`src/rtl/parity_stream_decoder.sv`:
```
// Streaming parity checker with a 2-entry result FIFO and saturating word/error counters.
// Accepts one codeword per handshake and passes the message through with a parity-error flag.
module parity_stream_decoder #(
    parameter int DATA_W = 4,
    parameter int ODD    = 0,
    parameter int CNT_W  = 8
) (
    input  logic              clk,
    input  logic              rst,
    input  logic              in_valid,
    output logic              in_ready,
    input  logic [DATA_W:0]   codeword,
    output logic              out_valid,
    input  logic              out_ready,
    output logic [DATA_W-1:0] message,
    output logic              status,
    input  logic              clr_cnt,
    output logic [CNT_W-1:0]  word_cnt,
    output logic [CNT_W-1:0]  err_cnt
);
    localparam logic ODD_B = (ODD != 0);

    logic [DATA_W:0]  ent_q [2];
    logic [DATA_W:0]  ent_d [2];
    logic             rd_q, rd_d, wr_q, wr_d;
    logic [1:0]       cnt_q, cnt_d;
    logic [CNT_W-1:0] word_q, word_d, err_q, err_d;
    logic             acc, pop, perr;

    // Flow control comes from registered occupancy only, so there is no
    // combinational path from out_ready to in_ready.
    assign in_ready  = (cnt_q != 2'd2);
    assign out_valid = (cnt_q != 2'd0);
    assign {status, message} = ent_q[rd_q];
    assign word_cnt  = word_q;
    assign err_cnt   = err_q;

    assign acc  = in_valid && in_ready;
    assign pop  = out_valid && out_ready;
    assign perr = (^codeword) ^ ODD_B;

    always_comb begin
        ent_d[0] = ent_q[0];
        ent_d[1] = ent_q[1];
        rd_d     = rd_q;
        wr_d     = wr_q;
        cnt_d    = cnt_q;
        word_d   = word_q;
        err_d    = err_q;

        if (acc) begin
            ent_d[wr_q] = {perr, codeword[DATA_W-1:0]};
            wr_d        = ~wr_q;
        end
        if (pop) begin
            rd_d = ~rd_q;
        end
        case ({acc, pop})
            2'b10:   cnt_d = cnt_q + 2'd1;
            2'b01:   cnt_d = cnt_q - 2'd1;
            default: cnt_d = cnt_q;
        endcase

        // Clear wins over a same-cycle accept: that word goes uncounted.
        if (clr_cnt) begin
            word_d = '0;
            err_d  = '0;
        end else if (acc) begin
            if (word_q != '1) word_d = word_q + 1'b1;
            if (perr && (err_q != '1)) err_d = err_q + 1'b1;
        end
    end

    always_ff @(posedge clk) begin
        if (rst) begin
            ent_q[0] <= '0;
            ent_q[1] <= '0;
            rd_q     <= 1'b0;
            wr_q     <= 1'b0;
            cnt_q    <= 2'd0;
            word_q   <= '0;
            err_q    <= '0;
        end else begin
            ent_q[0] <= ent_d[0];
            ent_q[1] <= ent_d[1];
            rd_q     <= rd_d;
            wr_q     <= wr_d;
            cnt_q    <= cnt_d;
            word_q   <= word_d;
            err_q    <= err_d;
        end
    end
endmodule

```
`config.mk`:
```
export PLATFORM = sky130hd
export DESIGN_NAME = parity_stream_decoder
export DESIGN_NICKNAME = d
export VERILOG_FILES = /design/src/rtl/parity_stream_decoder.sv
export SDC_FILE = /design/constraint.sdc
export NUM_CORES = 1
export LEC_CHECK = 0
export ABC_AREA = 1
export ABC_CLOCK_PERIOD_IN_PS = 2530
export CORE_MARGIN = 2
export CORE_UTILIZATION = 54
export CTS_BUF_LIST = sky130_fd_sc_hd__clkbuf_4 sky130_fd_sc_hd__clkbuf_8
export DETAILED_ROUTE_END_ITERATION = 8
export PLACE_DENSITY = 0.78
export SYNTH_ARGS = -nofsm -noshare
export SYNTH_HDL_FRONTEND = slang
export SYNTH_SLANG_ARGS = --single-unit
```
`constraint.sdc`:
```
create_clock -name clk -period 2.53 [get_ports clk]
set_input_delay 0.759 -clock clk [delete_from_list [all_inputs] [get_ports clk]]
set_output_delay 0.759 -clock clk [all_outputs]
set_load 0.01 [all_outputs]
```
==> results.cfg, run 1 <==
[global_route]
grt_remaining_overflow = 0
grt_usage_pct = 20.01
global_route_wire_length_before_repair_mm = 5.595
pin_count_of_the_biggest_net_entering_global_routing = 16
number_of_global_route_vias_before_repair = 1310
antenna_violations_before_repair = 0

[cts]
htree_num_levels = 2
cts.path.max_buffers = 2
clk_root_buffer_cell = sky130_fd_sc_hd__clkbuf_4
tritoncts = done
cts_made_buffers = 5
clkTransAtPathRegs_ps = 100
cts_num_sinks = 31
clk-insertion-delay-late_ps = 330
cts_setup_buffers = 0
cts-hold-fix-buffers = 0
cts_resizes = 0

[synth]
synth.lib_cells_used.distinct = 30
post_synthesis_net_count = 262
synthesis.yosys.warnings = 0
syn_area_um2 = 1765
synth_top_area_share_pct = 35.15
synth_edf_count = 0
yosysMostFrequentCell = sky130_fd_sc_hd__nand2_1
synthesis.instances = 249
synth_top_cells_by_count = sky130_fd_sc_hd__nand2_1, sky130_fd_sc_hd__inv_1, sky130_fd_sc_hd__dfxtp_1
synth.area.top_cells = sky130_fd_sc_hd__dfxtp_1, sky130_fd_sc_hd__nand2_1, sky130_fd_sc_hd__inv_1
ys_dominant_reg_cell = sky130_fd_sc_hd__dfxtp_1
async_flop_share_pct = 0
synth-seq-cells = 31
synth-seq-area-share_pct = 35.15
post-synth-top-area-cell = sky130_fd_sc_hd__dfxtp_1
post_synth.cell_area_avg_um2 = 7.090

[critical_path]
rr_endpoint = err_cnt[0]$_SDFFE_PP0P_
reg2reg_slack_ps = 1030
crit_arrival_ps = 1560
timing.critical_path.buf_inv = 1
r2r-start = err_cnt[0]$_SDFFE_PP0P_
end_point_of_the_critical_path = message[2]
crit_chain = nand2_1 -> o21ai_0 -> clkdlybuf4s50_1
critical-path-slowest-cell = sky130_fd_sc_hd__clkdlybuf4s50_1
crit_path_start_kind = register
critical_path_required_ps = 1770
crit_path_end_kind = primary output
critical_path_peak_fanout = 10
cpPeakStageDelay_ps = 560
crit_type = register to primary output
critical_path_cell_count = 3
worst-r2r-cell-count = 8
worst_path_dominant_cell_family = buffers and inverters

[floorplanning]
core_area_um2 = 3078
vertical_extent_of_the_die_um = 61.18
top_level_i_o_count = 33
die_area_um2 = 3743
floorplan.initialDensity_pct = 57.36
die_x_um = 61.18
std_cell_rows = 20

[sta]
fin_hold_ws_ps = 467.3
layout_setup_ws_ps = 206.8
timing.fmax_ghz = 0.4304
report.final.slew_viol_count = 0
timing.final.setup_violations = 0
tightest_slew_ps = 344.2
setup_tns_ps = 0
fin_crit_ps = 2323
relSlewSlack_pct = 77.00
report.final.hold_viol_count = 0
final.setup_skew_ps = 8.105
grt_setup_unrepaired = no
fin_crit_sh_pct = 91.83

[detailed_routing]
route.detailed.wl_per_inst_um = 10.23
detail_route.first_pass.iterations = 4
first_iter_violations = 82
drcViolationCount = 0
drt-vias-per-instance = 4.815
finalWirelength_mm = 3.366
num_vias = 1584
drt.antenna.violating_nets = 0

[layout]
layoutNonFillerInstCount = 329
antenna_cells_inserted = 0
area_growth_syn_to_layout_pct = 25.16
drive_gt1_share_pct = 13.68
final_net_count = 297
layout.core_utilization_pct = 71.79
stdcell_area_um2 = 2210
fillers = 257

[placed_design]
port_buffers = 32
numPlacedInstances = 321
detailedPlace.worstSlack_ps = 264.7
detailed_place_hpwl_mm = 2.480
place_congestion = 0.8138
placed_cell_area_um2 = 2123

[power]
internal_power_mw = 0.9523
vdd_drop_max_uv = 507.7
switching_share_pct = 31.41
power.switching_mw = 0.4362
leakagePower_nw = 0.9140
clock_power_share_pct = 29.1
share_seq_of_total_power_pct = 42.1
power_density_nw_per_um2 = 628.4
fin_total_pwr_mw = 1.388
p_comb_share_pct = 28.8

[job]
timing.max_cap.violations = 0

[min_path]
min-delay-start = ent_q[0][0]$_SDFFE_PP0P_
min_path_type = register to register

[outcome]
result_of_the_run = finished, final reports clean
==> how the worst min path moves through the flow <==
stage	to	cells after the start	slack [ps]
2_1_floorplan	ent_q[0][0]$_SDFFE_PP0P_	2	430
3_3_place_gp	ent_q[0][3]$_SDFFE_PP0P_	2	450
3_5_place_dp	ent_q[0][0]$_SDFFE_PP0P_	2	450
4_1_cts	ent_q[0][0]$_SDFFE_PP0P_	2	470
5_1_grt	ent_q[0][1]$_SDFFE_PP0P_	2	480
6_report	ent_q[0][0]$_SDFFE_PP0P_	2	470
==> flip-flops by register name, summed over array words and instances (netlist names), named ones only <==
signal / cells
word_cnt: 8
err_cnt: 8
ent_q: 10
cnt_q: 2
rd_q: 1
wr_q: 1
==> kinds of logic (layout without fill, tap and decap cells) <==
logic type | Yosys count | after routing | share of synthesized area [%]
and+or+nand+nor | 121 | 121 | 36.29
buffers and inverters | 55 | 91 | 12.47
AOI/OAI and AO/OA | 33 | 33 | 10.56
DFF | 31 | 31 | 35.15
xor gates and xnor gates | 6 | 6 | 3.403
adders and majority gates | 3 | 3 | 2.126
==> layout by cell type (no fill, tap or decap), drive strengths merged, types with 12 or more instances in the layout <==
cell type | synthesis | routed
inv | 48 | 48
nand3 | 17 | 17
dfxtp | 31 | 31
nand4 | 12 | 12
clkdlybuf4s50 | 0 | 32
nor2 | 27 | 27
nand2 | 56 | 56
a21oi | 15 | 15
o21ai | 14 | 14
==> final cells by class <==
| class | count | area [um^2] | share of cell area [%] |
|---|---|---|---|
| multi-input cells | 163 | 924.6 | 41.85 |
| flip-flops and latches | 31 | 620.6 | 28.09 |
| repair buffers | 35 | 342.8 | 15.52 |
| inverters | 48 | 180.2 | 8.154 |
| well taps | 44 | 55.05 | 2.492 |
| clock buffers | 6 | 51.30 | 2.322 |
| clock inverters | 2 | 35.03 | 1.586 |
==> worst reg2reg max path: stages (launching register included) <==
cell                      delay [ps]
sky130_fd_sc_hd__dfxtp_1         400
sky130_fd_sc_hd__ha_1            250
sky130_fd_sc_hd__nand3_2         110
sky130_fd_sc_hd__inv_2            70
sky130_fd_sc_hd__nand3_2         220
sky130_fd_sc_hd__nand4_4         210
sky130_fd_sc_hd__nand2_1          60
sky130_fd_sc_hd__inv_1            50
sky130_fd_sc_hd__nor2_1           40
==> per-layer routing <==
metal	share of wire (%)	routed length, um	global-route usage [%]	vias up
li1	-	-	-	859
met4	1.5	51	7.453	0
met3	5.3	177	6.513	5
met2	43	1438	29.33	33
met5	0	0	0	-
met1	50	1698	27.43	687
==> power by group through the flow <==
stage | clock network, mW | registers, mW | logic (mW)
floorplan | 0 | 0.583 | 0.275
global placement | 0 | 0.595 | 0.395
detailed placement | 0 | 0.596 | 0.401
CTS | 0.418 | 0.585 | 0.403
global route | 0.439 | 0.594 | 0.446
finish | 0.404 | 0.585 | 0.400
No activity file was read; power rests on OpenSTA's default activity.
==> inputs of run 2 (changes only) <==
--- a/config.mk
+++ b/config.mk
@@ -11,7 +11,7 @@
 export CORE_UTILIZATION = 54
 export CTS_BUF_LIST = sky130_fd_sc_hd__clkbuf_4 sky130_fd_sc_hd__clkbuf_8
 export DETAILED_ROUTE_END_ITERATION = 8
-export PLACE_DENSITY = 0.78
+export PLACE_DENSITY = 0.82
 export SYNTH_ARGS = -nofsm -noshare
 export SYNTH_HDL_FRONTEND = slang
 export SYNTH_SLANG_ARGS = --single-unit
==> run 2 against run 1 <==
Effect of this change:
- setup slack better by 9.2 ps
- clock skew hardly changed
- sequential share of layout area is 0.37 points higher
- final cell count stayed put
- critical path type unchanged
- largest cell class unchanged
- largest power group unchanged
- highest routed layer unchanged
==> results.cfg, run 2 (synthesis results as in run 1) <==
[outcome]
result_of_the_run = finished, final reports clean

[detailed_routing]
finalWirelength_mm = 3.601
num_vias = 1630
detail_route.first_pass.iterations = 4
drt.antenna.violating_nets = 0
drt-vias-per-instance = 4.954
route.detailed.wl_per_inst_um = 10.95
drcViolationCount = 0
first_iter_violations = 82

[layout]
final_net_count = 297
final_common_cell = sky130_fd_sc_hd__nand2_1
antenna_cells_inserted = 0
drive_gt1_share_pct = 13.68
area_growth_syn_to_layout_pct = 23.53
layout.core_utilization_pct = 70.85
register_area_um2 = 620.6
fillers = 276
regMostFlops = ent_q
layout.cells.most_common_list = sky130_fd_sc_hd__nand2_1, sky130_fd_sc_hd__inv_1, sky130_fd_sc_hd__clkdlybuf4s50_1
combined_area_of_the_multi_input_logic_cells_um2 = 924.6
largest_register_ff_count = 10

[global_route]
gr-usage-met1_pct = 28.87
number_of_global_route_vias_before_repair = 1470
antenna_violations_before_repair = 0
global_route_wire_length_before_repair_mm = 6.223
met3_usage_pct = 7.563
use_met2_pct = 35.41
grt_remaining_overflow = 0
pin_count_of_the_biggest_net_entering_global_routing = 16
grt_usage_pct = 22.44
grt_busiest_layer = met2

[min_path]
min_path_type = register to register
holdPathStages = 2
min-delay-start = ent_q[0][0]$_SDFFE_PP0P_
min_delay_worst_endpoint = ent_q[0][0]$_SDFFE_PP0P_

[floorplanning]
die_area_um2 = 3743
top_level_i_o_count = 33
core_area_um2 = 3078
vertical_extent_of_the_die_um = 61.18
die_x_um = 61.18
std_cell_rows = 20
floorplan.initialDensity_pct = 57.36

[critical_path]
worst-r2r-cell-count = 7
critical_path_peak_fanout = 10
crit_type = register to primary output
critical-path-slowest-cell = sky130_fd_sc_hd__clkdlybuf4s50_1
r2r-start = cnt_q[1]$_SDFFE_PP0P_
crit_path_start_kind = register
crit_path_end_kind = primary output
critical_path_required_ps = 1770
rr_endpoint = cnt_q[1]$_SDFFE_PP0P_
cpPeakStageDelay_ps = 560
reg2reg_slack_ps = 970
crit_chain = nand2_1 -> o21ai_0 -> clkdlybuf4s50_1
crit_arrival_ps = 1550

[cts]
cts.path.max_buffers = 2
cts_num_sinks = 31
tritoncts = done
cts-hold-fix-buffers = 0
clk_root_buffer_cell = sky130_fd_sc_hd__clkbuf_4
clk-insertion-delay-late_ps = 330
cts_made_buffers = 5
clkTransAtPathRegs_ps = 90
htree_num_levels = 2
cts_setup_buffers = 0
cts_resizes = 0

[power]
leakagePower_nw = 0.9018
power_density_nw_per_um2 = 591.7
vdd_drop_max_uv = 543.6
switching_share_pct = 34.18
internal_power_mw = 0.8493
share_seq_of_total_power_pct = 45.4
clock_power_share_pct = 23.1
power.switching_mw = 0.4410
p_comb_share_pct = 31.6

[placed_design]
detailed_place_hpwl_mm = 2.552
place_congestion = 0.8457
port_buffers = 32

[sta]
report.final.slew_viol_count = 0
setup_tns_ps = 0
final.setup_skew_ps = 8.162
tightest_slew_ps = 354.5
grt_setup_unrepaired = no
timing.final.setup_violations = 0
fin_crit_ps = 2314
relSlewSlack_pct = 76.31
report.final.hold_viol_count = 0
fin_crit_sh_pct = 91.46
timing.fmax_ghz = 0.4322

[job]
timing.max_cap.violations = 0
-- run 2: changes by cell type in the layout (fill, tap and decap cells not counted), sizes merged --
cell / previous run / this run
clkbuf: 6 / 7
bufinv: 1 / 0
-- run 2: metrics by stage --
stage          worst slack (ps)  hold WS (ps)  power [mW]  cell area (um^2)  cells
2_1_floorplan             968.8         434.4      0.8578              1765    249
3_3_place_gp              292.4         448.1      0.9889              2123    321
3_5_place_dp              263.6         455.2      0.9981              2123    321
4_1_cts                   188.7         470.4       1.304              2181    329
5_1_grt                   70.91         483.4       1.383              2181    329
6_report                  216.0         465.6       1.290              2181    329
-- run 2: cell type report --
class | count | share of cell area, %
Multi-Input combinational cell | 163 | 42.40
Sequential cell | 31 | 28.46
Timing Repair Buffer | 35 | 15.72
Inverter | 48 | 8.262
Tap cell | 44 | 2.524
Clock buffer | 7 | 2.410
Clock inverter | 1 | 0.2295
-- run 2: critical path: cells and delay by family (launching register included) --
kind	cells	cell delay, ps
and+or+nand+nor	1	100
AOI/OAI and AO/OA	1	80
buffers and inverters	1	560
DFF	1	490
-- run 2: worst max-delay path by stage --
stage	endpoint	start	cells past startpoint
floorplan	cnt_q[1]$_SDFFE_PP0P_	in_valid	5
global placement	err_cnt[0]$_SDFFE_PP0P_	codeword[0]	7
detailed placement	err_cnt[7]$_SDFFE_PP0P_	codeword[0]	7
CTS	status	register	3
global route	status	register	3
finish	status	register	3
-- run 2: power groups by stage --
stage / combinational [mW] / clock [mW] / sequential, mW
after floorplan: 0.275 / 0 / 0.583
after CTS: 0.407 / 0.311 / 0.586
after global routing: 0.454 / 0.336 / 0.593
after detailed placement: 0.402 / 0 / 0.596
after global placement: 0.395 / 0 / 0.594
final: 0.407 / 0.298 / 0.585
-- run 2: metal layers --
layer,part of all wire [%],up-vias
li1,-,860
met1,48,721
met2,46,47
met3,6.1,2
met4,0.53,0
met5,0,-
==> patch 1 (flow settings as in run 2) <==
The parameter `DATA_W` goes from 4 to 5.
--- a/src/rtl/parity_stream_decoder.sv
+++ b/src/rtl/parity_stream_decoder.sv
@@ -3,3 +3,3 @@
 module parity_stream_decoder #(
-    parameter int DATA_W = 4,
+    parameter int DATA_W = 5,
     parameter int ODD    = 0,
Ports: changed (resized codeword and message); port bits go from 33 to 35. No check against the original RTL was run, so the function may have changed too.
==> patch 1 against run 2 <==
- setup slack worse by 0.081 ns
- sequential share of layout area up 2.1 points
- clock skew down 0.0045 ns
- largest cell class unchanged
- largest power group unchanged
- area after synthesis down 1.2%
- critical path type unchanged
- count of clock-buffer cells in the layout unchanged
- sequential power up 4.8%
- sequential cell count up 2
- highest routed layer unchanged
- total power down 1.4%
- non-clock buffer count up 1
- die area down 1.1%
- wire length down 1.5%
- cell area down 0.92%
- hold slack worse by 0.014 ns
==> patch 1: results (changes against run 2) <==
** Status
- Status: complete, no violations (unchanged).

** Finish
- The fraction of layout cells with a size suffix above 1 came to 0.0883 (was 0.137).
- Filler instances :: 275 (was 276)
- The number of flip-flops in the largest register came to 12 (was 10).

** Global routing
- Maximum number of pins on one net before global-route repair :: 17 (was 16)
- Global-route wire length before repair :: 5.75 mm (was 6.22 mm)
- The number of global-route vias before repair was 1404 (was 1470).
- The initial antenna violation count came to 0 (unchanged).
- The total routing resource utilization after global routing is 0.207 (was 0.224).

** Critical path
- The critical path data arrival time was 1.64 ns (was 1.55 ns).
- Worst Reg-to-Reg Cells :: 9 (was 7)
- Reg2reg start :: cnt_q[0] (was cnt_q[1])
- Slack of the worst reg-to-reg path :: 0.93 ns (was 0.97 ns)
- Max FO, Critical Path :: 12 (was 10)

** STA
- Max Clock Skew :: 0.00361 ns (was 0.00816 ns)
- The fraction of the cycle the final worst path needs is 0.946 (was 0.915).
- Transition time of the tightest slew-check pin :: 0.364 ns (was 0.355 ns)

** Yosys
- Leading cell types by total area after synthesis :: sky130_fd_sc_hd__dfxtp_1 38%, sky130_fd_sc_hd__nand2_1 9.9%, sky130_fd_sc_hd__inv_1 9.3% (was sky130_fd_sc_hd__dfxtp_1 35%, sky130_fd_sc_hd__nand2_1 9.8%, sky130_fd_sc_hd__inv_1 9.6%)
- Leading post-synthesis cells by instance count :: 46 x sky130_fd_sc_hd__nand2_1, 43 x sky130_fd_sc_hd__inv_1, 33 x sky130_fd_sc_hd__dfxtp_1 (was 46 x sky130_fd_sc_hd__nand2_1, 45 x sky130_fd_sc_hd__inv_1, 31 x sky130_fd_sc_hd__dfxtp_1)
- Distinct cell type count after synthesis :: 28 (was 30)
- The total nets after synthesis came to 261 (was 262).
- The register area share after synthesis was 0.379 (was 0.352).

** Routing
- First DRT Iteration DRCs :: 81 (was 82)
- Total length of routed wires :: 3.55 mm (was 3.60 mm)
- DR vias/cell :: 4.95 (about the same)

** Placement
- Placed wire-length estimate :: 2.60 mm (was 2.55 mm)
- The pre-CTS setup slack is 0.179 ns (was 0.264 ns).
- Buffers on Ports :: 34 (was 32)
- The placer congestion estimate was 0.791 (was 0.846).

** Pwr
- Max VDD drop :: 0.314 mV (was 0.544 mV)
- Net Sw Power :: 0.404 mW (was 0.441 mW)
- Leakage power summed over all cells :: 0.897 nW (was 0.902 nW)

** Clocking
- The clock tree buffer depth was 2 (unchanged).
- The clock latency at the later pin of the worst-skew pair was 0.33 ns (about the same).
- H-Tree Depth :: 2 (unchanged)
## patch 1: worst min path at each step
stage | start | to | slack (ns) | cells past startpoint
finish | ent_q[0][3] | ent_q[0][3] | 0.45 | 2
global route | ent_q[0][1] | ent_q[0][1] | 0.49 | 2
CTS | ent_q[0][3] | ent_q[0][3] | 0.45 | 2
detailed placement | ent_q[0][3] | ent_q[0][3] | 0.44 | 2
global placement | rd_q | flip-flop | 0.43 | 1
floorplan | ent_q[0][1] | ent_q[0][1] | 0.42 | 2
## patch 1: power by group through the flow
| stage | registers (mW) | logic, mW | clock network (mW) |
|---|---|---|---|
| global placement | 0.625 | 0.341 | 0 |
| detailed placement | 0.626 | 0.350 | 0 |
| floorplan | 0.613 | 0.238 | 0 |
| finish | 0.613 | 0.348 | 0.310 |
| global route | 0.623 | 0.396 | 0.338 |
| CTS | 0.614 | 0.352 | 0.315 |
## patch 1: stage by stage
step                      utilization  cells  area, um2  power [mW]
after floorplan                     -    247       1740       0.850
after global placement          0.689    320       2100       0.966
after detailed placement        0.689    320       2100       0.977
after CTS                       0.708    327       2160        1.28
after global routing            0.708    327       2160        1.36
final                           0.708    327       2160        1.27
## patch 1: tightest hold or removal path, cell delays in order (launching register included)
cell,delay [ns]
sky130_fd_sc_hd__dfxtp_1,0.31
sky130_fd_sc_hd__inv_1,0.05
sky130_fd_sc_hd__a21oi_1,0.05
## patch 1: cells by family after synthesis
kind of cell | count (synthesis) | share of synthesized area
and+or+nand+nor | 107 | 0.301
adders and majority gates | 3 | 0.0215
AOI/OAI and AO/OA | 46 | 0.134
DFF | 33 | 0.379
xor gates and xnor gates | 6 | 0.0301
buffers and inverters | 52 | 0.134
## patch 1: per-layer routing
metal / up-vias / global-route usage / share of wire
met5: - / 0 / 0
met4: 0 / 0.0776 / 0.012
met3: 5 / 0.0533 / 0.031
met2: 24 / 0.349 / 0.48
met1: 731 / 0.254 / 0.47
li1: 858 / - / -
## patch 1: area by class of cell
cell class | instances | area (um2) | share of cell area
clock buffers | 7 | 58.8 | 0.0272
well taps | 44 | 55.1 | 0.0255
inverters | 45 | 181 | 0.0840
repair buffers | 36 | 355 | 0.164
flip-flops and latches | 33 | 661 | 0.306
multi-input cells | 162 | 850 | 0.393
==> patch 2 (flow settings as in run 2) <==
Made on the original files. `word_q` no longer has a reset.
--- a/src/rtl/parity_stream_decoder.sv
+++ b/src/rtl/parity_stream_decoder.sv
@@ -80,3 +80,2 @@
             cnt_q    <= 2'd0;
-            word_q   <= '0;
             err_q    <= '0;
@@ -88,3 +87,2 @@
             cnt_q    <= cnt_d;
-            word_q   <= word_d;
             err_q    <= err_d;
@@ -92,2 +90,6 @@
     end
+
+    always_ff @(posedge clk) begin
+        word_q <= word_d;
+    end
 endmodule
Check against the original RTL: not equivalent (Yosys sat finds a counterexample within 4 cycles, from zero or initial values and one cycle with rst high).
==> patch 2 against run 2 <==
- total power decreased by 2.5%
- global-route usage down 2.1 points
- wire length decreased by 9.8%
- setup slack got worse by 0.0089 ns
- clock skew shrank 0.00077 ns
- sequential cell count did not move
- area after synthesis is 5.8% lower
- highest routed layer unchanged
- cell area shrank 5.6%
==> patch 2: results (changes against run 2) <==
** Pwr
- The power density normalized to cell area was 611 nW/um2 (was 592 nW/um2).
- The sequential cell power is 0.595 mW (was 0.585 mW).
- Switching share of power :: 0.342 (about the same)

** Status
- Status: complete, no violations (unchanged).

** Yosys
- Leading post-synthesis cells by instance count :: 55 x sky130_fd_sc_hd__nand2_1, 34 x sky130_fd_sc_hd__inv_1, 31 x sky130_fd_sc_hd__dfxtp_1 (was 46 x sky130_fd_sc_hd__nand2_1, 45 x sky130_fd_sc_hd__inv_1, 31 x sky130_fd_sc_hd__dfxtp_1)
- Number of nets produced by synthesis :: 245 (was 262)
- Portion of the post-synthesis area used by sequential elements :: 0.373 (was 0.352)
- Post-Synthesis Cells :: 232 (was 249)
- Leading cell types by total area after synthesis :: sky130_fd_sc_hd__dfxtp_1 37%, sky130_fd_sc_hd__nand2_1 12%, sky130_fd_sc_hd__inv_1 7.7% (was sky130_fd_sc_hd__dfxtp_1 35%, sky130_fd_sc_hd__nand2_1 9.8%, sky130_fd_sc_hd__inv_1 9.6%)

** STA
- The worst slew margin relative to its limit is 0.803 (was 0.763).
- The worst clock skew on the final layout was 0.00740 ns (was 0.00816 ns).

** Finish
- The number of inserted filler cells in the final layout came to 254 (was 276).
- Non-filler cells, final :: 302 (was 329)
- Net count reported at finish :: 281 (was 297)

** Routing
- Sum of routed wire segments on met1 :: 1.48 mm (was 1.71 mm)
- The total number of vias came to 1536 (was 1630).
- The routed length on met2 was 1.56 mm (was 1.65 mm).

** Global routing
- Global-route wire length before repair :: 5.53 mm (was 6.22 mm)
- Global Route met1 Usage :: 0.249 (was 0.289)
- GRT met3 Usage :: 0.0459 (was 0.0756)
- The met2 demand-to-capacity share in global routing came to 0.349 (was 0.354).

** Placement
- The final HPWL from detailed placement came to 2.46 mm (was 2.55 mm).
- The number of cells in the design after placement is 294 (was 321).
- RD Place Congestion :: 0.856 (was 0.846)
- Post-placement setup slack :: 0.244 ns (was 0.264 ns)
## patch 2: path summary, 6_finish.rpt
| path | slack [ns] | cells after the start | from | endpoint |
|---|---|---|---|---|
| worst max-delay path | 0.21 | 3 | flip-flop | status |
| worst max register to register | 0.94 | 8 | err_cnt[0] | err_cnt[1] |
| worst min register to register | 0.47 | 2 | ent_q[0][0] | ent_q[0][0] |
| worst min-delay path | 0.47 | 2 | ent_q[0][0] | ent_q[0][0] |
## patch 2: kinds of logic after synthesis
logic type / synth area share
adders and majority gates: 0.0226
buffers and inverters: 0.109
DFF: 0.373
and+or+nand+nor: 0.349
AOI/OAI and AO/OA: 0.0986
xor gates and xnor gates: 0.0474
## patch 2: final cells by class
cell class | count | share of cell area
multi-input cells | 158 | 0.418
flip-flops and latches | 31 | 0.302
repair buffers | 34 | 0.163
inverters | 38 | 0.0717
well taps | 33 | 0.0201
clock buffers | 5 | 0.0182
clock inverters | 3 | 0.00729
